### src/rtl/dcm_rst_seq_if.sv
// dcm_rst_seq_if: control and status bundle of the DCM/PLL reset supervisor.
// The master side drives enables and DCM status; the slave side is the sequencer.
interface dcm_rst_seq_if #(
    parameter int NCH = 3
);
    logic           c_done;
    logic           ovp;
    logic [NCH-1:0] ch_en;
    logic [NCH-1:0] locked;
    logic [NCH-1:0] clkin_stop;
    logic [NCH-1:0] dcm_rst;
    logic [NCH-1:0] fail;
    logic           all_locked;

    modport master (
        output c_done, ovp, ch_en, locked, clkin_stop,
        input  dcm_rst, fail, all_locked
    );

    modport slave (
        input  c_done, ovp, ch_en, locked, clkin_stop,
        output dcm_rst, fail, all_locked
    );
endinterface

### src/rtl/dcm_rst_seq.sv
// dcm_rst_seq: multi-channel DCM/PLL reset pulse, lock timeout and retry supervisor.
// Optional DCM_RST_CASCADE_EN: channel i starts only while the nearest lower enabled channel runs.
module dcm_rst_seq #(
    parameter int NCH        = 3,
    parameter int RST_CYC    = 8,
    parameter int LOCK_TICKS = 4,
    parameter int RETRY_MAX  = 7
) (
    input  logic         clk,
    input  logic         rst_n,
    dcm_rst_seq_if.slave bus
);
    localparam int CW = (RST_CYC > 1) ? $clog2(RST_CYC) : 1;
    localparam int TW = $clog2(LOCK_TICKS + 1);
    localparam int RW = $clog2(RETRY_MAX + 1);

    localparam logic [CW-1:0] RST_LAST  = CW'(RST_CYC - 1);
    localparam logic [TW-1:0] TICK_LAST = TW'(LOCK_TICKS - 1);
    localparam logic [TW-1:0] TICK_SAT  = TW'(LOCK_TICKS);
    localparam logic [RW-1:0] RETRY_TOP = RW'(RETRY_MAX);

    typedef enum logic [2:0] {
        S_IDLE,
        S_RST,
        S_WAIT,
        S_RUN,
        S_FAIL
    } state_t;

    state_t        st     [NCH];
    state_t        st_n   [NCH];
    logic [CW-1:0] rc     [NCH];
    logic [CW-1:0] rc_n   [NCH];
    logic [TW-1:0] tk     [NCH];
    logic [TW-1:0] tk_n   [NCH];
    logic [RW-1:0] rt     [NCH];
    logic [RW-1:0] rt_n   [NCH];
    logic [RW-1:0] rt_inc [NCH];

    logic [NCH-1:0] lock_m, lock_s;
    logic [NCH-1:0] stop_m, stop_s;
    logic [NCH-1:0] lost, gate;
    logic [NCH-1:0] run_nx, fail_nx, rst_nx;
    logic           all_nx;
    logic           ovp_d, ovp_tick;

    // Bring asynchronous DCM status into clk and turn ovp into a one-cycle tick.
    always_ff @(posedge clk or negedge rst_n) begin
        if (!rst_n) begin
            lock_m   <= '0;
            lock_s   <= '0;
            stop_m   <= '0;
            stop_s   <= '0;
            ovp_d    <= 1'b0;
            ovp_tick <= 1'b0;
        end else begin
            lock_m   <= bus.locked;
            lock_s   <= lock_m;
            stop_m   <= bus.clkin_stop;
            stop_s   <= stop_m;
            ovp_d    <= bus.ovp;
            ovp_tick <= bus.ovp & ~ovp_d;
        end
    end

    assign lost = ~lock_s | stop_s;

`ifdef DCM_RST_CASCADE_EN
    // Start gate: the nearest lower enabled channel must be running.
    always_comb begin
        logic g;
        g = 1'b1;
        for (int i = 0; i < NCH; i++) begin
            gate[i] = g;
            if (bus.ch_en[i]) g = (st[i] == S_RUN);
        end
    end
`else
    assign gate = '1;
`endif

    // Per-channel next state and counters; disable and gate-loss override the FSM.
    always_comb begin
        for (int i = 0; i < NCH; i++) begin
            st_n[i]   = st[i];
            rc_n[i]   = rc[i];
            tk_n[i]   = tk[i];
            rt_n[i]   = rt[i];
            rt_inc[i] = (rt[i] == RETRY_TOP) ? rt[i] : rt[i] + 1'b1;
            if (!bus.c_done || !bus.ch_en[i]) begin
                st_n[i] = S_IDLE;
                rc_n[i] = '0;
                tk_n[i] = '0;
                rt_n[i] = '0;
            end else if (!gate[i] && (st[i] == S_RST ||
                                      st[i] == S_WAIT ||
                                      st[i] == S_RUN)) begin
                st_n[i] = S_IDLE;
                rc_n[i] = '0;
                tk_n[i] = '0;
            end else begin
                unique case (st[i])
                    S_IDLE: begin
                        if (gate[i]) begin
                            st_n[i] = S_RST;
                            rc_n[i] = '0;
                            tk_n[i] = '0;
                        end
                    end
                    S_RST: begin
                        if (rc[i] == RST_LAST) begin
                            st_n[i] = S_WAIT;
                            tk_n[i] = '0;
                        end else begin
                            rc_n[i] = rc[i] + 1'b1;
                        end
                    end
                    S_WAIT: begin
                        if (!lost[i]) begin
                            st_n[i] = S_RUN;
                            tk_n[i] = '0;
                        end else if (stop_s[i] ||
                                     (ovp_tick && tk[i] == TICK_LAST)) begin
                            rt_n[i] = rt_inc[i];
                            rc_n[i] = '0;
                            tk_n[i] = '0;
                            st_n[i] = (rt_inc[i] == RETRY_TOP) ? S_FAIL : S_RST;
                        end else if (ovp_tick) begin
                            tk_n[i] = tk[i] + 1'b1;
                        end
                    end
                    S_RUN: begin
                        if (lost[i]) begin
                            rt_n[i] = rt_inc[i];
                            rc_n[i] = '0;
                            tk_n[i] = '0;
                            st_n[i] = (rt_inc[i] == RETRY_TOP) ? S_FAIL : S_RST;
                        end else if (ovp_tick && tk[i] != TICK_SAT) begin
                            tk_n[i] = tk[i] + 1'b1;
                            if (tk[i] == TICK_LAST) rt_n[i] = '0;
                        end
                    end
                    S_FAIL: st_n[i] = S_FAIL;
                    default: st_n[i] = S_IDLE;
                endcase
            end
            run_nx[i]  = (st_n[i] == S_RUN);
            fail_nx[i] = (st_n[i] == S_FAIL);
            rst_nx[i]  = !(st_n[i] == S_WAIT || st_n[i] == S_RUN);
        end
    end

    assign all_nx = (|bus.ch_en) & (&(run_nx | ~bus.ch_en));

    // Channel state and counter registers.
    always_ff @(posedge clk or negedge rst_n) begin
        if (!rst_n) begin
            for (int i = 0; i < NCH; i++) begin
                st[i] <= S_IDLE;
                rc[i] <= '0;
                tk[i] <= '0;
                rt[i] <= '0;
            end
        end else begin
            for (int i = 0; i < NCH; i++) begin
                st[i] <= st_n[i];
                rc[i] <= rc_n[i];
                tk[i] <= tk_n[i];
                rt[i] <= rt_n[i];
            end
        end
    end

    // Outputs registered from the next state so lock loss hits dcm_rst in 3 cycles.
    always_ff @(posedge clk or negedge rst_n) begin
        if (!rst_n) begin
            bus.dcm_rst    <= '1;
            bus.fail       <= '0;
            bus.all_locked <= 1'b0;
        end else begin
            bus.dcm_rst    <= rst_nx;
            bus.fail       <= fail_nx;
            bus.all_locked <= all_nx;
        end
    end
endmodule

### src/flat_wrapper.sv
// flat-port wrapper written by rule: the top's interface ports become plain ports
module dcm_rst_seq_flat 
#(
    parameter int NCH        = 3,
    parameter int RST_CYC    = 8,
    parameter int LOCK_TICKS = 4,
    parameter int RETRY_MAX  = 7
)
  (clk, rst_n, bus_c_done, bus_ovp, bus_ch_en, bus_locked, bus_clkin_stop, bus_dcm_rst, bus_fail, bus_all_locked);
  dcm_rst_seq_if #(.NCH(NCH)) bus_i ();
  input  logic clk;
  input  logic rst_n;
  input wire logic [$bits(bus_i.c_done)-1:0] bus_c_done;
  input wire logic [$bits(bus_i.ovp)-1:0] bus_ovp;
  input wire logic [$bits(bus_i.ch_en)-1:0] bus_ch_en;
  input wire logic [$bits(bus_i.locked)-1:0] bus_locked;
  input wire logic [$bits(bus_i.clkin_stop)-1:0] bus_clkin_stop;
  output wire logic [$bits(bus_i.dcm_rst)-1:0] bus_dcm_rst;
  output wire logic [$bits(bus_i.fail)-1:0] bus_fail;
  output wire logic [$bits(bus_i.all_locked)-1:0] bus_all_locked;
  assign bus_i.c_done = bus_c_done;
  assign bus_i.ovp = bus_ovp;
  assign bus_i.ch_en = bus_ch_en;
  assign bus_i.locked = bus_locked;
  assign bus_i.clkin_stop = bus_clkin_stop;
  assign bus_dcm_rst = bus_i.dcm_rst;
  assign bus_fail = bus_i.fail;
  assign bus_all_locked = bus_i.all_locked;
  dcm_rst_seq #(.NCH(NCH), .RST_CYC(RST_CYC), .LOCK_TICKS(LOCK_TICKS), .RETRY_MAX(RETRY_MAX)) u_core (.clk(clk), .rst_n(rst_n), .bus(bus_i));
endmodule
### config.mk
export PLATFORM = sky130hd
export DESIGN_NAME = dcm_rst_seq_flat
export DESIGN_NICKNAME = d
export VERILOG_FILES = /design/src/rtl/dcm_rst_seq_if.sv /design/src/rtl/dcm_rst_seq.sv /design/src/flat_wrapper.sv
export SDC_FILE = /design/constraint.sdc
export NUM_CORES = 1
export LEC_CHECK = 0
export BUFFER_PORTS_ARGS = -buffer_cell sky130_fd_sc_hd__buf_2
export CORE_ASPECT_RATIO = 1.25
export CORE_UTILIZATION = 35
export CTS_BUF_LIST = sky130_fd_sc_hd__clkbuf_8
export DETAILED_ROUTE_END_ITERATION = 6
export PLACE_DENSITY = 0.59
export REMOVE_ABC_BUFFERS = 1
export SYNTH_ARGS = -nofsm -noshare
export SYNTH_HDL_FRONTEND = slang
export SYNTH_SLANG_ARGS = --single-unit
### constraint.sdc
create_clock -name clk -period 2 [get_ports clk]
set_input_delay 0.3 -clock clk [delete_from_list [all_inputs] [get_ports clk]]
set_output_delay 0.3 -clock clk [all_outputs]
set_load 0.01 [all_outputs]
## Yosys cells after proc, flatten, opt, wreduce, memory -nomap -nowiden

Cells that the tools add are included.

| storage, ports and cells | value |
|---|---|
| flip-flop bits (word level) | 57 |
| input port bits | 13 |

| cells by class | value |
|---|---|
| add/subtract/negate cells | 9 |
| equality and inequality tests | 60 |
| mux-type cells | 87 |
| bitwise gates (word level) | 7 |
| reduce and logical (&&, ||, !) cells | 42 |

Operators with widths:

| kind | number |
|---|---|
| $mux 3 | 75 |
| $pmux 3 s4 | 6 |
| $eq 3x2->1 const B | 15 |
| $eq 3x3->1 const B | 15 |
| $pmux 3 s5 | 3 |
| $reduce_and 5->1 | 6 |
| $add 3x1->3 const B | 9 |
| $ne 3x2->1 const B | 9 |
| $ne 4x2->1 const B | 6 |
| $ne 3x1->1 const B | 6 |
| $pmux 3 s2 | 3 |
| $ne 5x5->1 const B | 3 |
| $reduce_bool 5->1 | 3 |
| $reduce_and 4->1 | 3 |
| $eq 3x1->1 const B | 3 |
| $logic_not 3->1 | 3 |
| $logic_or 1x1->1 | 9 |
| $ne 3x3->1 const B | 3 |
| $reduce_bool 3->1 | 3 |
| $logic_not 1->1 | 7 |
| $logic_and 1x1->1 | 6 |
| $not 3->3 | 2 |
| $or 3x3->3 | 2 |
| $reduce_and 3->1 | 1 |
| other kinds (3) | 4 |

## Depth between registers and ports, before layout

Gate-level depths: netlist (run 1).

| logic depth | value |
|---|---|
| word-level depth | 12 |
| gate-level depth with buffers | 7 |

## Worst setup path after synthesis (run 1)

Ideal clock, no wire load.

| timing path | value |
|---|---|
| path kind | reg-to-reg |
| start | register u_core.tk[6] (netlist bit) |
| end | register u_core.tk[6] (netlist bit) |
| arrival | 1.736 ns |
| required time | 1.921 ns |
| slack | 0.185 ns |
| stages on the path, launching flop included | 8 |
| cells stage by stage | dfrtp_1 > ha_1 > ha_1 > a21oi_1 > nor3b_2 > a21oi_1 > o21ai_2 > mux2i_1 |

| between the ends | value |
|---|---|
| word-level cells in the longest chain between the ends | 7 |
| elaborated cells between the ends (all ways) | 16 |
| classes of those cells | 1 x add/sub; 4 x eq/ne; 7 x mux; 4 x reduce/logical |

RTL lines:

| element | line | text |
|---|---|---|
| start, declared | dcm_rst_seq.sv:34 | `logic [TW-1:0] tk [NCH];` |
| start signal, assigned by index | dcm_rst_seq.sv:168 | `tk[i] <= tk_n[i];` |
| branches (longest 7 deep; another with $add 3x1->3) | -- |  |

Several ways; the timed one is not identified. The select of a mux whose other input is x is not followed.
A chain may end at the register's enable or synchronous reset.

==> metrics.txt, run 1 <==
status finished clean; Worst setup startpoint u_core.tk[3]; min Tclk post-route 1.91 ns; VDD IR-drop max 0.301 mV; largest family of logic cells by synthesized area simple AND/OR/NAND/NOR gates; die height 107 µm; Arr. time, crit path 2.19 ns; Internal Power 2.12 mW; initial antenna violation count 0; Die W 85.7 µm; Post-Synth Adder-Cell Area 7.36%; top cell type's share of synthesized area 44.1%; HPWL after DPL 4.30 mm; Power Total 2.69 mW; final setup fails 0; Worst-Margin Slew 0.393 ns; simple-gate area share of the yosys netlist 21.0%; asr flop ratio synth 100%; GR Util All Layers 14.8%; reg2reg start u_core.tk[3]; post-synthesis mux area share 4.00%; WL/cell 13.2 µm; required time worst endpoint 2.28 ns; clock-pin slew on the worst setup and hold paths 0.07 ns; Site Rows 37; io pins 20; clock share of power 50.6%; Sequential Power Share 44.6%; startpoint types flip-flop; via density per instance 5.05; critical path peak fanout 5; core region area 8380 µm²; Synth Area in Compound Gates 16.1%; final worst path period share 95.4%; hold crit path type in -> reg; NetSw 0.576 mW; Mean Syn Cell Area 9.97 µm²; H-tree depth 3; Num CTS Buffers 9; Sink Count 57; Final Hold Fails 0; max frequency 524 MHz; fillers 793; CP Class reg -> reg; sw frac 21.4%; largest net degree at the start of global routing 58; clk_lat worst skew 0.34 ns; Yosys warning count 0; Final Skew 0.00992 ns; Synth cell types 63; Cells after Synth 307; root buf cell clkbuf_8; DP Worst Slack 0.0539 ns; Routed Antenna Nets 0; r2r setup slk 0.09 ns; Initial Util 36.5%; Buffers on Ports 19; DR pass1 iterations 5; Post-synth EDFFs 0; Seq/Total Area, Yosys 46.7%; via count 2,309; Yosys reg bits 57; gr ovfl total 0; part of the power in combinational logic 4.7%; initial drt markers 99; layout cell share with drive strength beyond 1 17.9%; Main synth FF type dfrtp_1; Placer Congestion 0.782; HP Start bus_clkin_stop[1]; synthesized cell area 3060 µm²; Worst Setup End Kind flip-flop; leakage 1.59 nW; Synth Area in XOR/XNOR 0.572%; max-cap violations 0; worst relative slew slack 73.7%; drt total wl 6.02 mm; Die Area 9130 µm²; Worst Slack Setup Final 0.0914 ns; DRC 0; CTS Buffer Depth 2; Ant. Diodes 0; first-pass GRT wire length 10.3 mm; vias in the first global route 2,268; cell taking the most area after synthesis dfrtp_1; area added between synthesis and finish 18.0%; Layout Nets 366; Area contributors post-synth dfrtp_1 (44%), ha_1 (7.4%), nand2_1 (3.3%), mux2i_1 (3.3%), a21oi_1 (3.1%); CTS tree yes; Setup TNS Final 0 ns; pwr dens 745 nW/µm²; max-slew violation count 0
flip-flops by register name, indices dropped and copies added, names as in the netlist, 9 cells and up:
name       cells
u_core.rc      9
u_core.st      9
u_core.rt      9
u_core.tk      9
final timing paths:
path | endpoint | cells after the start
setup / recovery | u_core.st[4] | 7
hold / removal | u_core.stop_m[1] | 1
setup reg to reg | u_core.st[4] | 7
hold reg to reg | u_core.stop_s[0] | 0
max in group asynchronous | u_core.bus.dcm_rst[2] | 3
min in group asynchronous | u_core.rt[7] | 3
layer usage:
layer  up-vias  track usage, %  part of all wire (%)
met1      1114            17.2                    45
met4         0            5.71                   1.5
li1       1157               -                     -
met2        30            25.2                    50
met3         8            4.77                   3.5
met5         -               0                     0
per-stage QoR:
| step | instances | util (%) | cell area (µm²) | hold slack [ns] |
|---|---|---|---|---|
| 4_1_cts | 456 | 42.5 | 3560 | 0.0405 |
| 3_3_place_gp | 439 | 39.3 | 3290 | 0.332 |
| 5_1_grt | 457 | 43.1 | 3610 | 0.0347 |
| 6_report | 457 | 43.1 | 3610 | 0.0592 |
| 3_5_place_dp | 439 | 39.3 | 3290 | 0.328 |
| 2_1_floorplan | 299 | - | 3010 | 0.00441 |
cell type report:
type | count | area [µm²] | area share (%)
clock inverters | 5 | 103 | 2.84
multi-input cells | 222 | 1550 | 42.9
flip-flops and latches | 57 | 1430 | 39.6
well taps | 117 | 146 | 4.05
repair buffers | 25 | 155 | 4.29
clock buffers | 11 | 151 | 4.19
inverters | 20 | 75.1 | 2.08
cells by family (layout without fill, tap and decap cells):
family / count (synthesis) / count (layout)
AO/OA/AOI/OAI: 72 / 72
XOR/XNOR: 2 / 2
adder cells (fa/ha/maj): 18 / 18
buffers and inverters: 28 / 61
flip-flops: 57 / 57
multiplexers: 12 / 12
AND/OR/NAND/NOR: 118 / 118
Yosys cell counts, drive strengths merged (3+ instances only):
cell	count
a22oi	3
a211oi	4
and2	6
nand4	4
nand3	8
dfrtp	54
mux2i	10
nor3	6
nand3b	6
inv	20
nand2b	8
ha	18
and3	4
a21o	3
dfstp	3
a21oi	19
o211ai	5
nor2	25
o21ai	12
nand2	27
buf	6
nor2b	11
o22ai	7
critical path, cell delays in order, from the launching register on:
cell and delay, ns:
dfrtp_1 0.38, ha_1 0.21, ha_1 0.22, a211oi_4 0.35, o21ai_1 0.15, o21a_1 0.13, or3_4 0.37, inv_2 0.05
power groups by stage:
stage	clock, mW	sequential [mW]	combinational (mW)
after floorplan	0	1.21	0.0618
after global placement	0	1.22	0.125
after detailed placement	0	1.22	0.125
after CTS	1.41	1.20	0.127
after global routing	1.47	1.20	0.144
final	1.36	1.20	0.128
placed cells by master (no fill, tap or decap), types with 3 or more instances in the layout:
cell type | Yosys | layout
buf_4 | 1 | 4
a211oi_1 | 3 | 3
nand3_1 | 8 | 8
nand2_1 | 27 | 27
ha_1 | 18 | 18
and2_1 | 6 | 6
o21ai_0 | 7 | 7
nor3_1 | 5 | 5
mux2i_1 | 10 | 10
a21oi_1 | 19 | 17
nor2_1 | 25 | 25
clkbuf_8 | 0 | 11
a21o_1 | 3 | 3
dfrtp_1 | 54 | 53
nor2b_1 | 11 | 11
nand4_1 | 4 | 4
inv_1 | 19 | 20
and3_1 | 4 | 4
buf_2 | 3 | 19
o22ai_1 | 7 | 7
o211ai_1 | 5 | 5
nand3b_1 | 5 | 5
nand2b_1 | 8 | 8
dfstp_2 | 3 | 3
o21ai_1 | 4 | 3
bufinv_16 | 0 | 3
timing repair:
item                                   CTS  global route
hold buffers                             1             0
buffers inserted                         0             1
setup endpoints to repair                0             9
endpoints found under the hold margin   54             0
gates resized for setup                  0             9
No activity file was read; power rests on OpenSTA's default activity.
==> run 2: changes to the inputs <==
Settings changed: CORE_UTILIZATION 35 to 42, PLACE_DENSITY 0.59 to 0.67.
==> metrics.txt, run 2 (synthesized netlist as in run 1, its figures left out) <==
first-pass GRT wire length 10.2 mm; initial drt markers 113; VDD IR-drop max 0.422 mV; min Tclk post-route 1.90 ns; Site Rows 34; HPWL after DPL 4.16 mm; Final Skew 0.00608 ns; Initial Util 43.6%; die height 97.5 µm; Layout Nets 365; Worst Setup End Kind flip-flop; Ant. Diodes 0; core region area 7020 µm²; clock-pin slew on the worst setup and hold paths 0.06 ns; Routed Antenna Nets 0; Worst-Margin Slew 0.550 ns; CP Class reg -> reg; via density per instance 5.51; hold_ws 0.0554 ns; io pins 20; root buf cell clkbuf_8; post-route design area 3510 µm²; Buffers on Ports 19; Area after DPL 3250 µm²; largest net degree at the start of global routing 58; leading cell type in the layout, fill and taps excluded dfrtp_1; layout cell share with drive strength beyond 1 16.9%; max-cap violations 0; most frequent cells in the layout dfrtp_1 (54), nand2_1 (27), nor2_1 (25); Num CTS Buffers 9; status finished clean; max frequency 527 MHz; vias in the first global route 2,257; leakage 1.56 nW; DR pass1 iterations 4; fillers 670; initial antenna violation count 0; hold path cells 1; Placer Congestion 0.791; Final Hold Fails 0; Sink Count 57; GR Util All Layers 17.3%; max-slew violation count 0; Die Area 7640 µm²; area added between synthesis and finish 14.5%; worst relative slew slack 63.3%; hold crit path type in -> reg; via count 2,357; drt total wl 5.95 mm; Die W 78.4 µm; final worst path period share 94.9%; final setup fails 0; WL/cell 13.9 µm; worst reg-to-reg path cell count 6; required time worst endpoint 2.26 ns; DRC 0; startpoint types flip-flop; CTS tree yes; CTS Buffer Depth 2; critical path peak fanout 5; H-tree depth 3; gr ovfl total 0; clk_lat worst skew 0.35 ns; Arr. time, crit path 2.16 ns; pwr dens 688 nW/µm²
==> run 2: cell types whose count changed in the layout (fill, tap and decap cells not counted), sizes merged <==
cell	change
bufinv	-2
buf	-1
clkinv	+1
==> run 2: layer usage <==
metal / wire length (µm) / track usage, % / part of all wire [%] / up-vias
met4: 93 / 9.40 / 1.6 / 0
met2: 2940 / 28.7 / 49 / 47
met1: 2670 / 21.1 / 45 / 1150
met3: 242 / 2.91 / 4.1 / 11
li1: - / - / - / 1149
met5: 0 / 0 / 0 / -
==> run 2: final timing paths <==
path,slack [ns],start,endpoint
worst max-delay path,0.10,u_core.rt[3],u_core.bus.all_locked
min in group asynchronous,0.47,rst_n,u_core.rc[6]
worst max register to register,0.10,u_core.rt[3],u_core.bus.all_locked
worst min-delay path,0.06,bus_clkin_stop[2],u_core.stop_m[2]
worst min register to register,0.35,u_core.stop_m[0],u_core.stop_s[0]
max in group asynchronous,1.22,rst_n,u_core.bus.dcm_rst[2]
==> run 2: critical path, stage by stage (launching register included) <==
cell,delay [ns]
dfrtp_1,0.41
ha_1,0.33
or4bb_1,0.18
nand3_1,0.13
a2111oi_4,0.38
nor2_1,0.11
a221oi_2,0.26
==> run 2: final cells by class <==
type                            count  area (µm²)  area share, %
Clock buffer                       11         151           4.32
Clock inverter                      4        43.8           1.25
Inverter                           20        75.1           2.14
Multi-Input combinational cell    222        1550           44.1
Sequential cell                    57        1430           40.8
Tap cell                           90         113           3.21
Timing Repair Buffer               24         148           4.21
==> run 2: power breakdown <==
group / internal (mW) / switching [mW] / leakage, nW
Combinational: 0.0497 / 0.0797 / 0.704
Sequential: 1.17 / 0.0269 / 0.751
Clock: 0.627 / 0.456 / 0.106
Total: 1.85 / 0.562 / 1.56
==> run 2: through the flow <==
step | power [mW] | TNS, ns | util (%) | setup WS, ns | std cells
floorplan | 1.27 | 0 | - | 0.185 | 299
global placement | 1.34 | 0 | 46.3 | 0.0796 | 411
detailed placement | 1.34 | 0 | 46.3 | 0.0322 | 411
CTS | 2.44 | 0 | 49.3 | 0.0171 | 427
global route | 2.49 | -0.00592 | 49.9 | -0.00592 | 428
finish | 2.41 | 0 | 49.9 | 0.102 | 428
==> run 2: what timing repair did <==
| item | CTS | global route |
|---|---|---|
| endpoints found under the hold margin | 54 | 0 |
| resized for setup | 0 | 7 |
| setup endpoints to repair | 0 | 12 |
| buffers inserted | 0 | 1 |
| hold buffers | 1 | 0 |
